### src/rtl/disp_scan.sv
// Time-multiplexed display scanner: steps through DIGITS common-anode digits, one slot of DIV
// cycles each, with a dead time at the start of every slot, per-digit blanking and a scan enable.
module disp_scan #(
    parameter int unsigned DIGITS = 4,
    parameter int unsigned DIV    = 100000,
    parameter int unsigned GUARD  = 2,
    parameter int unsigned SEG_W  = 8,
    parameter int unsigned IDX_W  = ($clog2(DIGITS) > 1) ? $clog2(DIGITS) : 1
) (
    input  logic                    CLK,
    input  logic                    RST_N,
    input  logic                    EN,
    input  logic [DIGITS-1:0]       BLANK_MASK,
    input  logic [DIGITS*SEG_W-1:0] SEG_IN,
    output logic [IDX_W-1:0]        D_OUT,
    output logic [DIGITS-1:0]       AN_OUT,
    output logic [SEG_W-1:0]        SEG_OUT,
    output logic                    TICK
);

    localparam int unsigned       CW      = $clog2(DIV);
    localparam logic [CW-1:0]     CNT_MAX = CW'(DIV - 1);
    localparam logic [IDX_W-1:0]  IDX_MAX = IDX_W'(DIGITS - 1);

    logic [CW-1:0]       cnt;
    logic                slot_end;
    logic                guard_ok;
    logic [DIGITS-1:0]   an_next;
    logic [SEG_W-1:0]    seg_sel;

    assign slot_end = (cnt == CNT_MAX);
    assign TICK     = EN && slot_end;

    // With no dead time every count value is past the guard.
    generate
        if (GUARD == 0) begin : g_no_guard
            assign guard_ok = 1'b1;
        end else begin : g_guard
            assign guard_ok = (cnt >= CW'(GUARD));
        end
    endgenerate

    always_comb begin
        an_next = '1;
        seg_sel = SEG_IN[SEG_W-1:0];
        for (int i = 0; i < int'(DIGITS); i++) begin
            if (D_OUT == IDX_W'(i)) begin
                seg_sel = SEG_IN[i*SEG_W +: SEG_W];
                if (EN && guard_ok && !BLANK_MASK[i]) begin
                    an_next[i] = 1'b0;
                end
            end
        end
    end

    always_ff @(posedge CLK or negedge RST_N) begin
        if (!RST_N) begin
            cnt     <= '0;
            D_OUT   <= '0;
            AN_OUT  <= '1;
            SEG_OUT <= '1;
        end else begin
            if (EN) begin
                if (slot_end) begin
                    cnt   <= '0;
                    // Explicit wrap keeps non-power-of-two digit counts in range.
                    D_OUT <= (D_OUT == IDX_MAX) ? '0 : D_OUT + IDX_W'(1);
                end else begin
                    cnt <= cnt + CW'(1);
                end
            end
            AN_OUT  <= an_next;
            SEG_OUT <= seg_sel;
        end
    end

endmodule
### config.mk
export PLATFORM = sky130hd
export DESIGN_NAME = disp_scan
export DESIGN_NICKNAME = d
export VERILOG_FILES = /design/src/rtl/disp_scan.sv
export SDC_FILE = /design/constraint.sdc
export NUM_CORES = 1
export LEC_CHECK = 0
export ABC_AREA = 1
export CORE_MARGIN = 2
export CORE_UTILIZATION = 48
export DETAILED_ROUTE_END_ITERATION = 12
export GPL_TIMING_DRIVEN = 0
export PLACE_DENSITY = 0.79
export SYNTH_ARGS = -nofsm -noshare
export SYNTH_HDL_FRONTEND = slang
export SYNTH_SLANG_ARGS = --single-unit
### constraint.sdc
create_clock -name CLK -period 1.75 [get_ports CLK]
set_input_delay 0.35 -clock CLK [delete_from_list [all_inputs] [get_ports CLK]]
set_output_delay 0.35 -clock CLK [all_outputs]
set_load 0.01 [all_outputs]
# [After elaboration in Yosys (flattened, before gate mapping)]
# Index checks and enable logic that the tools add are counted.
[op_classes] mul=0 div_mod_pow=0 eq_ne=4 addsub=2 reduce_logical=12 mux=13 n_lt_le_gt_ge=1 bitwise_logic=0 shifts=0
[op_table] op="8-bit 2-to-1 mux" count=3
[op_table] op="17-bit by 1-bit adder with 17-bit output (second input constant)" count=1
[op_table] op="17-bit == test (second input constant)" count=1
[op_table] op="17-bit by 2-bit >= comparator with 1-bit output (second input constant)" count=1
[op_table] op="17-bit 2-to-1 mux" count=1
[op_table] op="1-bit 2-to-1 mux" count=8
[op_table] op="1-bit logical AND" count=6
[op_table] op="2-bit == test (second input constant)" count=2
[op_table] op="1-bit zero test" count=4
[op_table] op="2-bit by 1-bit adder with 2-bit output (second input constant)" count=1
[op_table] op="2-bit by 1-bit == test with 1-bit output (second input constant)" count=1
[op_table] op="2-bit zero test" count=1
[op_table] op="2-bit 2-to-1 mux" count=1
[op_table] op="2-bit AND reduction" count=1
[totals] memories=0 output_inout_bits=15 regBits=31 mem_bits_ro=0 latch_bits=0 word_cells=36 inputBits=39 ramBits=0

# [Longest topological paths before layout]
[depth] word_depth=5 depth_mapped=9 mapped_depth_nobuf=9

# [Worst setup path after synthesis]
# Ideal clock, no wire load.
[synth_timing] kind="reg2out" start="register cnt[1]" end="output TICK" n_path_buf=0 setup_slack_ns=0.337 t_arrival_ns=1.063 required_time_ns=1.400 path_stages_with_launch=6 path_cell_list="dfrtp_1 ha_1 nand3_4 inv_2 nand4_2 inv_1"
[synth_via] elab_chain_cells=2
[synth_rtl] element="start, declared" line="25" rtl="logic [CW-1:0] cnt;"
[synth_rtl] element="start signal, assigned" line="69" rtl="cnt <= cnt + CW'(1);"
[synth_rtl] element="17-bit == test" line="31" rtl="assign slot_end = (cnt == CNT_MAX);"
[synth_rtl] element="1-bit logical AND" line="32" rtl="assign TICK = EN && slot_end;"
[synth_rtl] element="end, declared" line="18" rtl="output logic TICK"
# No other way between the ends.

# [Final worst setup path]
[layout_timing] start="register cnt[14]" end="output TICK"
# The elaborated chain is that of the path after synthesis.

==> flow_summary_export.csv <==
group,metric,value,unit
power_and_ir_drop,sw_frac_of_total,0.304,
synth,synth_cells,248,
setup_path,path_class,"reg2out",
power_and_ir_drop,seq_power_share,0.394,
synth,netlist_area,1940,um2
power_and_ir_drop,vdd_drop_max,698,uV
setup_path,critPathBufInv,3,
timing,fin_crit_sh,1.03,
placed_design,io_buffers,53,
placed_design,post-place-ws,-0.553,ns
finish,mostFrequentLayoutCells,"clkdlybuf4s50_1, nand2_1, nor2_1",
clocking,cts_max_level,2,
timing,setup_viol,1,
detailed_routing,wl_per_cell,14.6,um
run_status,status,"complete, but fails checks",
floorplanning,fp.dieH,67.5,um
global_routing,grt_util_all_layers,0.255,
synth,ys_types,29,
job,maxCapViolCount,0,
global_routing,antenna_found_initial,0,
setup_path,cpMaxStageDelayCell,"dfrtp_2",
synth,syn-num-nets,293,
placed_design,dp_cells,351,
timing,fin_skew,0.00999,ns
finish,finalNonFillerCells,372,
detailed_routing,drtAntennaViolNets,0,
timing,min_period,1.80,ns
placed_design,dpl.hpwl,3670,um
floorplanning,die_w,67.5,um
timing,hold-worst-slack,0.0922,ns
setup_path,cp-start-kind,"flop",
timing,clock.fmax,555,MHz
detailed_routing,drtIter0Drc,146,
worst_hold_path,hp-class,"in2async",
placed_design,gp_congestion,0.904,
floorplanning,core_area,3940,um2
setup_path,cp.arrival,1.45,ns
floorplanning,pin_count,54,
timing,rsz0062_at_grt,"true",
floorplanning,die_area,4560,um2
setup_path,startpoint,"cnt[14]",
detailed_routing,viasPerCell,5.16,
power_and_ir_drop,pwr-share-comb,0.275,
setup_path,path_max_fanout,5,
setup_path,cp_cell_sequence,"nor2_2, nand2_2, buf_6, nor2_4, nand4_4, inv_2, buf_6",
floorplanning,rows,23,
synth,ys_seq_area_frac,0.408,
global_routing,overflow,0,
synth,synth.avg_cell_area,7.81,um2
timing,hold_viol_final,0,
detailed_routing,num_vias,1920,
finish,layout_commonest_cell,"clkdlybuf4s50_1",
setup_path,path_common_cell,"buf_6",
synth,ys_warn_count,0,
detailed_routing,drc,0,
power_and_ir_drop,p_sw,683,uW
setup_path,path_delay_family,"simple AND/OR/NAND/NOR gates",
finish,antennaDiodeCount,0,
setup_path,max_stage_delay,0.43,ns
timing,setup_tns,-0.0512,ns
global_routing,grt_pass1_wl,8590,um
clocking,cts_tree,"done",
finish,layout-drive-gt1-share,0.270,
clocking,cts_inserted_buffers,5,
clocking,cts_root_buffer,"clkbuf_8",
timing,worstMarginPinSlew,0.674,ns
setup_path,endpoint_kind,"output pin",
power_and_ir_drop,power.internal,1.56,mW
global_routing,grt_pass1_vias,1826,
finish,area_delta_synth_final,45.6,%
clocking,clock-sinks,31,
timing,layout_setup_ws,-0.0512,ns
clocking,path_clk_slew,0.07,ns
timing,slew_viol_final,0,
power_and_ir_drop,leakage,1.28,nW
setup_path,reg2reg_from,"cnt[14]",
synth,ys_seq_elements,31,
detailed_routing,firstDrtPassIters,4,
clocking,insertion_delay,0.29,ns
floorplanning,start_util,0.492,
power_and_ir_drop,clockPowerShare,0.331,
clocking,clockBufferDepth,2,
setup_path,worstPathRequired,1.40,ns
global_routing,grt_max_degree,32,
finish,nNetsFinal,366,
power_and_ir_drop,powerDensity,796,nW/um2
run_status,violations,"negative setup slack",
timing,slew_headroom,0.550,
finish,post-route-util,0.716,
detailed_routing,wirelength,5440,um
==> through the flow <==
step | cell area, um2 | power [mW]
4_1_cts | 2790 | 2.25
2_1_floorplan | 1940 | 1.23
3_5_place_dp | 2530 | 1.43
3_3_place_gp | 2530 | 1.41
5_1_grt | 2820 | 2.37
6_report | 2820 | 2.25
==> state kept, by name, indices dropped and copies added, names as in the netlist <==
name and count:
cnt 17, AN_OUT 4, SEG_OUT 8, D_OUT 2
==> power groups by stage <==
stage	clock, mW	sequential (mW)	combinational [mW]
6_report	0.743	0.885	0.617
5_1_grt	0.790	0.897	0.679
4_1_cts	0.759	0.883	0.606
3_5_place_dp	0	0.910	0.521
3_3_place_gp	0	0.906	0.501
2_1_floorplan	0	0.895	0.336
==> cell type report <==
class | count | area (um2)
tap | 50 | 62.6
inverter | 33 | 126
sequential | 31 | 796
multi-input combinational | 178 | 1040
fill | 299 | 1120
clock buffer | 6 | 82.6
buffer | 6 | 47.5
clock inverter | 2 | 35.0
timing repair buffer | 66 | 627
==> cell families after synthesis <==
family,after synthesis,synth area share
flip-flops,31,0.408
AO/OA/AOI/OAI,26,0.0775
AND/OR/NAND/NOR,141,0.367
XOR/XNOR,5,0.0226
adder cells (fa/ha/maj),6,0.0387
buffers and inverters,39,0.0865
==> repair_timing <==
item,in CTS,in global routing
pin swaps,2,6
resized for setup,22,7
hold buffers,0,0
buffers inserted,12,3
setup endpoints to repair,1,7
==> metal layers <==
metal / routed length, um / up-vias / track usage
met1: 2230 / 901 / 0.317
met3: 254 / 21 / 0.0417
met2: 2750 / 65 / 0.430
met5: 0 / - / 0
met4: 200 / 0 / 0.120
li1: - / 933 / -
==> worst paths after layout <==
| kind | cells after the start | slack (ns) | to |
|---|---|---|---|
| setup / recovery | 7 | -0.05 | TICK |
| max in group asynchronous | 1 | 1.17 | cnt[14] |
| min in group CLK | 2 | 0.57 | D_OUT[1] |
| setup reg to reg | 9 | 0.08 | D_OUT[1] |
| hold reg to reg | 2 | 0.57 | D_OUT[1] |
| hold / removal | 1 | 0.09 | cnt[5] |
==> cell usage after synthesis <==
library cell  count  area (um2)
buf_6             1        11.3
buf_4             3        22.5
nand2_1          47         176
or2_2             9        56.3
inv_1            25        93.8
inv_2             3        11.3
nand4_1           4        25.0
dfrtp_1          19         475
o211ai_1          8        60.1
a21oi_1          17        85.1
nor3_1            2        10.0
nand3_1          22         110
or2_1             1        6.26
xor2_1            4        35.0
nand2_4           1        11.3
nand3_2           2        20.0
nor2_4            6        67.6
dfstp_2          12         315
clkinv_1          5        18.8
nand4_2           1        12.5
nor3_2            1        10.0
nor2_1           35         131
xnor2_1           1        8.76
nor2_2            5        31.3
ha_1              6        75.1
o21ai_1           1        5.00
buf_2             2        10.0
nand3_4           1        17.5
nand2_2           4        25.0
Note: power is estimated with default switching activity, not from simulation.
